File: src/rtl/gen_dff_pkg.sv
// Shared helpers for the gen_* register family: index width and port-count limits.
package gen_dff_pkg;

    localparam int NP_MIN = 1;
    localparam int NP_MAX = 16;

    function automatic int idx_w(input int n);
        return (n > 1) ? $clog2(n) : 1;
    endfunction

endpackage

File: src/rtl/gen_arb.sv
// One-hot arbiter. Fixed lowest-index priority by default; round-robin with a
// rotating start pointer when GEN_MPDFFREN_RR_EN is defined.
module gen_arb
    import gen_dff_pkg::*;
#(
    parameter int NP = 4
) (
    input  logic                 CLK,
    input  logic                 RST,
    input  logic [NP-1:0]        req,
    input  logic                 adv,
    output logic [NP-1:0]        gnt,
    output logic [idx_w(NP)-1:0] gnt_idx
);

    localparam int IW = idx_w(NP);

`ifdef GEN_MPDFFREN_RR_EN
    logic [IW-1:0] ptr_q;
    logic [IW-1:0] ptr_d;

    always_comb begin
        int  idx;
        logic found;
        gnt     = '0;
        gnt_idx = '0;
        found   = 1'b0;
        idx     = 0;
        // Search starts at ptr and wraps so every port is visited once.
        for (int k = 0; k < NP; k++) begin
            idx = (int'(ptr_q) + k) % NP;
            if (!found && req[idx]) begin
                found        = 1'b1;
                gnt[idx]     = 1'b1;
                gnt_idx      = IW'(idx);
            end
        end
    end

    always_comb begin
        ptr_d = ptr_q;
        if (adv) ptr_d = IW'((int'(gnt_idx) + 1) % NP);
    end

    always_ff @(posedge CLK) begin
        if (RST) ptr_q <= '0;
        else     ptr_q <= ptr_d;
    end
`else
    always_comb begin
        logic found;
        gnt     = '0;
        gnt_idx = '0;
        found   = 1'b0;
        for (int k = 0; k < NP; k++) begin
            if (!found && req[k]) begin
                found    = 1'b1;
                gnt[k]   = 1'b1;
                gnt_idx  = IW'(k);
            end
        end
    end

    // Pointer state only exists in round-robin builds.
    logic unused_ok;
    assign unused_ok = &{1'b0, CLK, RST, adv};
`endif

endmodule

File: src/rtl/gen_dffren.sv
// Enabled register cell with synchronous active-high reset to RST_VALUE.
module gen_dffren #(
    parameter int            DW        = 32,
    parameter logic [DW-1:0] RST_VALUE = {DW{1'b0}}
) (
    input  logic          CLK,
    input  logic          RST,
    input  logic          en,
    input  logic [DW-1:0] d,
    output logic [DW-1:0] q
);

    logic [DW-1:0] q_q;
    logic [DW-1:0] q_d;

    always_comb begin
        q_d = q_q;
        if (en) q_d = d;
    end

    always_ff @(posedge CLK) begin
        if (RST) q_q <= RST_VALUE;
        else     q_q <= q_d;
    end

    assign q = q_q;

endmodule

File: src/rtl/gen_mpdffren.sv
// Multi-port enabled register: NP arbitrated write ports, clear, update pulse,
// last-source index and saturating conflict counter. Macro GEN_MPDFFREN_RR_EN selects round-robin.
module gen_mpdffren
    import gen_dff_pkg::*;
#(
    parameter int            DW        = 32,
    parameter int            NP        = 4,
    parameter int            CW        = 8,
    parameter logic [DW-1:0] RST_VALUE = {DW{1'b0}}
) (
    input  logic                 CLK,
    input  logic                 RST,
    input  logic                 clr,
    input  logic [NP-1:0]        en,
    input  logic [NP*DW-1:0]     dnxt,
    output logic [NP-1:0]        gnt,
    output logic [DW-1:0]        qout,
    output logic                 upd,
    output logic [idx_w(NP)-1:0] src,
    output logic [CW-1:0]        cflct_cnt
);

    localparam int IW = idx_w(NP);

    logic [NP-1:0] req;
    logic [IW-1:0] gnt_idx;
    logic          any_gnt;
    logic [DW-1:0] wdata;
    logic          conflict;

    logic          upd_q, upd_d;
    logic [IW-1:0] src_q, src_d;
    logic [CW-1:0] cnt_q, cnt_d;

    // Clear masks every request so the grant is all-zero while clearing.
    assign req     = en & {NP{~clr}};
    assign any_gnt = |gnt;

    gen_arb #(.NP(NP)) u_arb (
        .CLK     (CLK),
        .RST     (RST),
        .req     (req),
        .adv     (any_gnt),
        .gnt     (gnt),
        .gnt_idx (gnt_idx)
    );

    always_comb begin
        wdata = RST_VALUE;
        if (!clr) begin
            wdata = '0;
            for (int i = 0; i < NP; i++) begin
                if (gnt[i]) wdata = wdata | dnxt[i*DW +: DW];
            end
        end
    end

    gen_dffren #(.DW(DW), .RST_VALUE(RST_VALUE)) u_q (
        .CLK (CLK),
        .RST (RST),
        .en  (clr | any_gnt),
        .d   (wdata),
        .q   (qout)
    );

    always_comb begin
        int nset;
        nset = 0;
        for (int i = 0; i < NP; i++) begin
            if (en[i]) nset = nset + 1;
        end
        conflict = !clr && (nset >= 2);
    end

    always_comb begin
        upd_d = any_gnt;
        src_d = any_gnt ? gnt_idx : src_q;
        if (clr) begin
            upd_d = upd_q;
            src_d = src_q;
        end
        cnt_d = cnt_q;
        if (conflict && (cnt_q != {CW{1'b1}})) cnt_d = cnt_q + CW'(1);
    end

    always_ff @(posedge CLK) begin
        if (RST) begin
            upd_q <= 1'b0;
            src_q <= '0;
            cnt_q <= '0;
        end else begin
            upd_q <= upd_d;
            src_q <= src_d;
            cnt_q <= cnt_d;
        end
    end

    assign upd       = upd_q;
    assign src       = src_q;
    assign cflct_cnt = cnt_q;

endmodule

File: config.mk
export PLATFORM = sky130hd
export DESIGN_NAME = gen_mpdffren
export DESIGN_NICKNAME = d
export VERILOG_FILES = /design/src/rtl/gen_dff_pkg.sv /design/src/rtl/gen_arb.sv /design/src/rtl/gen_dffren.sv /design/src/rtl/gen_mpdffren.sv
export SDC_FILE = /design/constraint.sdc
export NUM_CORES = 1
export LEC_CHECK = 0
export CORE_MARGIN = 8
export CORE_UTILIZATION = 33
export DETAILED_ROUTE_END_ITERATION = 10
export PLACE_DENSITY = 0.82
export SKIP_CTS_REPAIR_TIMING = 1
export SYNTH_ARGS = -nofsm -noshare
export SYNTH_HDL_FRONTEND = slang
export SYNTH_SLANG_ARGS = --single-unit
export TNS_END_PERCENT = 100
File: constraint.sdc
create_clock -name CLK -period 3 [get_ports CLK]
set_clock_uncertainty 0.15 [all_clocks]
set_input_delay 0.9 -clock CLK [delete_from_list [all_inputs] [get_ports CLK]]
set_output_delay 0.9 -clock CLK [all_outputs]
set_load 0.01 [all_outputs]
# == Word-level counts from Yosys, hierarchy flattened ==
# Cells that the tools add are included.
# Widths: inputs -> output; s select.
# op_classes
magnitude_cmp,1
muxes,21
add_sub_neg,4
n_eq_ne,1
bitwise,6
n_reduce_logical,11
# op_table
op,count
$mux 32,11
$add 32x2->32 const B,3
$or 32x32->32,3
$ge 32x3->1 const B,1
$add 8x1->8 const B,1
$mux 1,8
$ne 8x8->1 const B,1
$logic_and 1x1->1,5
$and 4x4->4,1
$logic_not 1->1,4
$mux 2,2
$reduce_or 4->1,1
$reduce_and 2->1,1
$not 1->1,1
$or 1x1->1,1
# totals
input_bits,135
reg_bits,43

# == Logic depth before layout (Yosys ltp) ==
# Gate-level depths: netlist of the first run.
# depth
ltp_word,14
mapped_depth,10
mapped_depth_nobuf,10

# == Modules after synthesis ==
# A second synthesis of the first run with hierarchy kept.
# unflattened
cells_unflattened,306
area_unflattened_um2,2601.2
# by_module_without_submodules
module,n_inst,cells_each,area_each_um2
gen_mpdffren,1,194,1373.8
gen_dffren,1,103,1163.6
gen_arb,1,9,63.8

# == Least setup slack after synthesis of the first run ==
# Ideal clock, no wire load.
# synth_path
path_kind,input to register
from,in en[1]
to,reg cnt_q[4] (netlist: cflct_cnt[4])
path_slack_ps,205
path_stages,10
t_required_ps,2780
setup_ps,70
t_arrival_ps,2574
cell_sequence,inv_2 ha_1 nor2b_4 or2_2 ha_1 nand2_1 xor2_2 o21ai_4 or3_1 a21oi_1
# synth_via
elab_chain_cells,8
# synth_rtl
item,line,source
start: declaration,gen_mpdffren.sv:14,"input logic [NP-1:0] en,"
$mux 32 *,gen_mpdffren.sv:70,if (en[i]) nset = nset + 1;
$add 32x2->32,gen_mpdffren.sv:70,
$mux 32 *,gen_mpdffren.sv:70,
$add 32x2->32,gen_mpdffren.sv:70,
$mux 32 *,gen_mpdffren.sv:70,
$ge 32x3->1 *,gen_mpdffren.sv:72,conflict = !clr && (nset >= 2);
$logic_and 1x1->1 *,gen_mpdffren.sv:72,
$logic_and 1x1->1 *,gen_mpdffren.sv:83,if (conflict && (cnt_q != {CW{1'b1}})) cnt_d = cnt_q + CW'(1);
end signal: assignment,gen_mpdffren.sv:94,cnt_q <= cnt_d;
end: declaration,gen_mpdffren.sv:33,"logic [CW-1:0] cnt_q, cnt_d;"
# Every way passes the cells marked *; elsewhere a longest branch is shown, timed or not.
# A chain may end at the register's enable or synchronous reset.

# == Worst setup path after layout of the first run ==
# layout_path
from,in en[0]
to,reg cnt_q[4] (netlist: cflct_cnt[4])
# layout_via
elab_chain_cells,10
# layout_rtl
item,line
$mux 1 *,gen_mpdffren.sv:70
$add 32x2->32,gen_mpdffren.sv:70
$mux 32 *,gen_mpdffren.sv:70
$add 32x2->32,gen_mpdffren.sv:70
$mux 32 *,gen_mpdffren.sv:70
$add 32x2->32,gen_mpdffren.sv:70
$mux 32 *,gen_mpdffren.sv:70
$ge 32x3->1 *,gen_mpdffren.sv:72
$logic_and 1x1->1 *,gen_mpdffren.sv:72
$logic_and 1x1->1 *,gen_mpdffren.sv:83
# Marks and branches as above.

==> flow_summary.json, run 1 <==
{
  "outcome": "completed",
  "drtIter0Drc": 200,
  "grt_pass1_vias": 2819,
  "r2r_slack_ns": 1.13,
  "place_area_um2": 4108,
  "critPathLaunchType": "input port",
  "fp.dieH_um": 97.64,
  "synth_seq_cells": 43,
  "die_area_um2": 9534,
  "dpl.cell_count": 479,
  "post-dp-hpwl_mm": 7.733,
  "fin_nets": 551,
  "synth_area_um2": 2200,
  "area_growth_pct": 94.14,
  "cts.sinks": 43,
  "grt-ovfl-total": 0,
  "yosysSeqAreaShare_pct": 39.14,
  "rsz0062_at_grt": "no",
  "maxSlewHeadroom_pct": 42.55,
  "critPathMaxFanout": 8,
  "clockPowerShare_pct": 30.2,
  "rows": 29,
  "vias": 2787,
  "final_cell_mix": "clkdlybuf4s50_1, dfxtp_1, a21oi_1",
  "grt_max_degree": 44,
  "p_int_w": 0.001111,
  "hold_violations": 0,
  "p_sw_share_pct": 24.28,
  "required_ns": 3.06,
  "yosys_warnings": 0,
  "synth.avg_cell_area_um2": 9.605,
  "htree_levels": 2,
  "clk_pin_slew_ns": 0.08,
  "endpoint_kind": "flip-flop",
  "highest_layer": "met4",
  "gp_congestion": 0.8784,
  "cts_made_buffers": 5,
  "start_util_pct": 34.44,
  "drv_slew": 0,
  "fin_cells": 488,
  "cts_tree": "yes",
  "arrival_ns": 2.97,
  "drc_errors": 0,
  "setup_viol": 0,
  "antenna_found_initial": 0,
  "maxCapViolations": 0,
  "syn_nets": 369,
  "whs_ns": 0.3550,
  "p_leak_nw": 1.541,
  "fmaxAchievable_mhz": 343.8,
  "synth_cell_types": 39,
  "vias_per_cell": 5.711,
  "clock_path_buffers": 2,
  "worstSetupPathType": "in -> reg",
  "dr.pass1.iters": 8,
  "num_antenna_cells": 0,
  "fin_area_um2": 4270,
  "wl_mm": 10.18,
  "grt_pass1_wl_mm": 15.59,
  "switchingPower_w": 0.0003562,
  "pwr-share-seq_pct": 42.0,
  "fin_crit_sh_pct": 96.95,
  "drt-met1-wl_mm": 4.043,
  "synthCells": 229,
  "ios": 182,
  "p_comb_share_pct": 27.8,
  "cts_root_buffer": "clkbuf_8",
  "hold_path.class": "reg -> reg",
  "powerDensity_nw_per_um2": 343.6,
  "clkLatencyLatePin_ns": 0.28,
  "tightest_slew_ns": 0.8618,
  "core_um2": 6386,
  "ant_nets": 0,
  "min_period_ns": 2.908,
  "fill_cells": 562,
  "die_w_um": 97.64,
  "grt_use_total_pct": 19.73,
  "vdd_drop_max_mv": 0.2569,
  "met2WireLength_mm": 5.002,
  "wl_met3_mm": 1.117,
  "io_buffers": 181,
  "final_common_cell": "clkdlybuf4s50_1",
  "routedWlPerCell_um": 20.85,
  "drive_above_1_share_pct": 11.68
}
worst max-delay path: stages:
cell	delay, ns
dlymetal6s2s_1	0.15
buf_6	0.14
ha_1	0.18
nor2b_1	0.14
or2_2	0.28
ha_1	0.20
nand2_1	0.10
xor2_2	0.26
o21ai_4	0.13
or3_1	0.36
a21oi_1	0.14
through the flow:
| stage | setup slack [ns] | TNS [ns] | power, W | util (%) |
|---|---|---|---|---|
| after floorplan | 0.2054 | 0 | 0.0007559 | - |
| after global placement | -0.5669 | -5.440 | 0.001026 | 64.32 |
| after detailed placement | -0.5896 | -5.950 | 0.001034 | 64.32 |
| after CTS | -0.6049 | -3.601 | 0.001478 | 65.93 |
| after global routing | 0.008029 | 0 | 0.001539 | 66.87 |
| final | 0.09156 | 0 | 0.001467 | 66.87 |
final timing paths:
kind                                   start  cells after the start            to
worst max-delay path                   en[0]                     11  cflct_cnt[4]
worst min-delay path                  src[1]                      2        src[1]
worst max register to register  cflct_cnt[0]                      6  cflct_cnt[5]
worst min register to register        src[1]                      2        src[1]
sequential cells by signal (all words and copies together) (netlist names):
signal / cells
u_q.q: 32
cflct_cnt: 8
src: 2
upd: 1
synthesized netlist by cell type:
cell type | number | area, um^2
dfxtp_1 | 43 | 860.8
a21oi_1 | 38 | 190.2
a222oi_1 | 32 | 320.3
a22oi_1 | 32 | 240.2
nor2_1 | 11 | 41.29
buf_2 | 9 | 45.04
clkbuf_1 | 7 | 26.28
buf_4 | 6 | 45.04
ha_1 | 5 | 62.56
or3_1 | 4 | 25.02
xor2_1 | 4 | 35.03
nand2_1 | 3 | 11.26
nor2b_1 | 3 | 18.77
and2_1 | 2 | 12.51
buf_6 | 2 | 22.52
inv_2 | 2 | 7.510
nor3_1 | 2 | 10.01
o21ai_0 | 2 | 10.01
o21ai_1 | 2 | 10.01
a311oi_2 | 1 | 15.01
a31oi_2 | 1 | 12.51
and4_4 | 1 | 11.26
inv_1 | 1 | 3.750
mux2i_1 | 1 | 10.01
nand2b_1 | 1 | 6.260
nand3_1 | 1 | 5.000
nand3_2 | 1 | 10.01
nand4_1 | 1 | 6.260
nor2b_4 | 1 | 13.76
nor3_2 | 1 | 10.01
nor4_1 | 1 | 6.260
nor4b_4 | 1 | 23.77
o211ai_1 | 1 | 7.510
o21ai_2 | 1 | 8.760
o21ai_4 | 1 | 16.27
o22ai_1 | 1 | 6.260
o31a_2 | 1 | 10.01
or2_2 | 1 | 6.260
xor2_2 | 1 | 16.27
cell type report:
| type | instances | area, um^2 | area share, % |
|---|---|---|---|
| repair buffers | 199 | 1977 | 46.29 |
| multi-input cells | 159 | 1220 | 28.57 |
| flip-flops and latches | 43 | 860.8 | 20.16 |
| well taps | 77 | 96.34 | 2.256 |
| clock buffers | 6 | 72.57 | 1.699 |
| clock inverters | 1 | 30.03 | 0.7032 |
| inverters | 3 | 13.76 | 0.3223 |
cells by family after synthesis:
family | synth area share (%)
buffers and inverters | 6.826
DFF | 39.14
adders and majority gates | 2.844
muxes | 0.4551
AOI/OAI and AO/OA | 38.51
and+or+nand+nor | 9.898
xor gates and xnor gates | 2.332
metal layers:
layer | vias up | track usage [%]
met3 | 2 | 7.610
li1 | 1298 | -
met5 | - | 0
met4 | 0 | 1.399
met1 | 1339 | 23.20
met2 | 148 | 34.20
power by group through the flow:
| stage | clock, W | combinational [W] | sequential [W] |
|---|---|---|---|
| CTS | 0.000455 | 0.000406 | 0.000617 |
| floorplan | 0 | 0.000114 | 0.000642 |
| detailed placement | 0 | 0.000404 | 0.000630 |
| global route | 0.000483 | 0.000436 | 0.000620 |
| finish | 0.000442 | 0.000408 | 0.000616 |
| global placement | 0 | 0.000397 | 0.000628 |
Note: power is estimated with default switching activity, not from simulation.
==> run 2: changes to the inputs <==
- CORE_MARGIN: 8 -> not set
==> run 2 against run 1 <==
Global-route usage rose by 4.9 points. Cell count rose by 0.41%. Clock-buffer cell count did not move. Critical path depth rose by 1. Worst hold slack got worse by 0.0058 ns. Via count rose by 1.4%. Critical path type unchanged. Largest power group unchanged.
==> flow_summary.json, run 2 (synthesis results as in run 1) <==
{
  "grt_pass1_wl_mm": 13.89,
  "p_int_w": 0.001052,
  "rsz0062_at_grt": "no",
  "maxSlewHeadroom_pct": 43.15,
  "fmaxAchievable_mhz": 341.7,
  "clkLatencyLatePin_ns": 0.30,
  "endpoint_kind": "flip-flop",
  "ios": 182,
  "multiInputGateArea_um2": 1242,
  "final_common_cell": "clkdlybuf4s50_1",
  "grt_use_total_pct": 24.58,
  "maxCapViolations": 0,
  "fin_crit_sh_pct": 97.55,
  "cts_tree": "yes",
  "vias": 2826,
  "p_comb_share_pct": 29.3,
  "startpoint": "en[0]",
  "largest_reg_flops": 32,
  "cts_made_buffers": 5,
  "crit_path_max_incr_delay_ns": 0.31,
  "setup_viol": 0,
  "fp.dieH_um": 83.64,
  "wl_mm": 9.158,
  "clockPowerShare_pct": 27.1,
  "hp-start": "src[1]",
  "grt-ovfl-total": 0,
  "dr.pass1.iters": 8,
  "ant_nets": 0,
  "worstSetupPathType": "in -> reg",
  "required_ns": 3.07,
  "min_period_ns": 2.926,
  "cts.sinks": 43,
  "cp_cell_sequence": "dlymetal6s2s_1 -> buf_6 -> ha_1 -> nor2b_1 -> or2_2 -> ha_4 -> nand2_1 -> xor2_2 -> buf_4 -> o21ai_2 -> or3_1 -> a21oi_1",
  "fin_area_um2": 4288,
  "die_w_um": 83.64,
  "critPathLaunchType": "input port",
  "vdd_drop_max_mv": 0.1990,
  "worst-r2r-cell-count": 6,
  "grt_max_degree": 44,
  "clock_path_buffers": 2,
  "drive_above_1_share_pct": 12.59,
  "fin_cells": 490,
  "vias_per_cell": 5.767,
  "clk_pin_slew_ns": 0.08,
  "core_um2": 6386,
  "pwr-share-seq_pct": 43.5,
  "place_area_um2": 4108,
  "drt-met1-wl_mm": 3.435,
  "critPathMaxFanout": 6,
  "dpl.cell_count": 479,
  "rows": 29,
  "hold_violations": 0,
  "post-dp-hpwl_mm": 6.388,
  "met2WireLength_mm": 4.775,
  "arrival_ns": 3.00,
  "gp_congestion": 0.7655,
  "cpMaxStageDelayCell": "or3_1",
  "antenna_found_initial": 0,
  "drv_slew": 0,
  "fin_nets": 553,
  "drtIter0Drc": 237,
  "final-seq-area_um2": 860.8,
  "grt_pass1_vias": 2841,
  "area_growth_pct": 94.94,
  "tightest_slew_ns": 0.8528,
  "wl_met3_um": 775,
  "die_area_um2": 6996,
  "p_leak_nw": 1.547,
  "num_antenna_cells": 0,
  "start_util_pct": 34.44,
  "switchingPower_w": 0.0003649,
  "hold_depth": 2,
  "hold_path.class": "reg -> reg",
  "r2r-start": "cflct_cnt[0]",
  "p_sw_share_pct": 25.75,
  "fill_cells": 538,
  "drc_errors": 0,
  "powerDensity_nw_per_um2": 330.5,
  "routedWlPerCell_um": 18.69,
  "htree_levels": 2,
  "io_buffers": 181,
  "cts_root_buffer": "clkbuf_8",
  "outcome": "completed",
  "highest_layer": "met4",
  "final_cell_mix": "clkdlybuf4s50_1, dfxtp_1, a21oi_1"
}
## run 2: final timing paths
kind / slack [ns] / end
max: 0.07 / cflct_cnt[5]
min: 0.35 / src[1]
max reg2reg: 1.11 / cflct_cnt[4]
min reg2reg: 0.35 / src[1]
## run 2: cell type report
class,count,share of cell area (%)
Multi-Input combinational cell,159,28.98
Sequential cell,43,20.08
Tap cell,77,2.247
Clock buffer,6,1.926
Inverter,3,0.3210
Timing Repair Buffer,201,46.34
Clock inverter,1,0.1167
## run 2: through the flow
| stage | setup WS [ns] | power [W] | hold WS, ns | utilization, % | setup TNS [ns] |
|---|---|---|---|---|---|
| floorplan | 0.2054 | 0.0007559 | 0.3603 | - | 0 |
| global placement | -0.5915 | 0.001022 | 0.3312 | 64.32 | -5.645 |
| detailed placement | -0.5925 | 0.001030 | 0.3315 | 64.32 | -6.062 |
| CTS | -0.6073 | 0.001416 | 0.3496 | 65.69 | -3.960 |
| global route | 0.001372 | 0.001480 | 0.3982 | 67.14 | 0 |
| finish | 0.07354 | 0.001417 | 0.3492 | 67.14 | 0 |
## run 2: layer usage
layer,global-route usage [%],vias to the layer above
li1,-,1303
met1,27.08,1362
met2,45.31,148
met3,6.429,13
met4,8.320,0
met5,0,-
## run 2: power groups by stage
| stage | Clock (W) | Sequential, W | Combinational, W |
|---|---|---|---|
| after floorplan | 0 | 0.000642 | 0.000114 |
| after global placement | 0 | 0.000629 | 0.000393 |
| after detailed placement | 0 | 0.000630 | 0.000400 |
| after CTS | 0.000395 | 0.000617 | 0.000404 |
| after global routing | 0.000416 | 0.000621 | 0.000442 |
| final | 0.000384 | 0.000617 | 0.000416 |
## run 2: worst max-delay path, delay by kind of cell
kind	cells	cell delay, ns
AND/OR/NAND/NOR	4	0.83
AO/OA/AOI/OAI	2	0.19
buffers and inverters	3	0.47
adder cells (fa/ha/maj)	2	0.35
XOR/XNOR	1	0.25
==> run 3: changes to the inputs <==
- CTS_CLUSTER_DIAMETER: not set -> 60
==> results of run 3 <==
No change in the layout: final DEF, timing and power equal those of run 2.
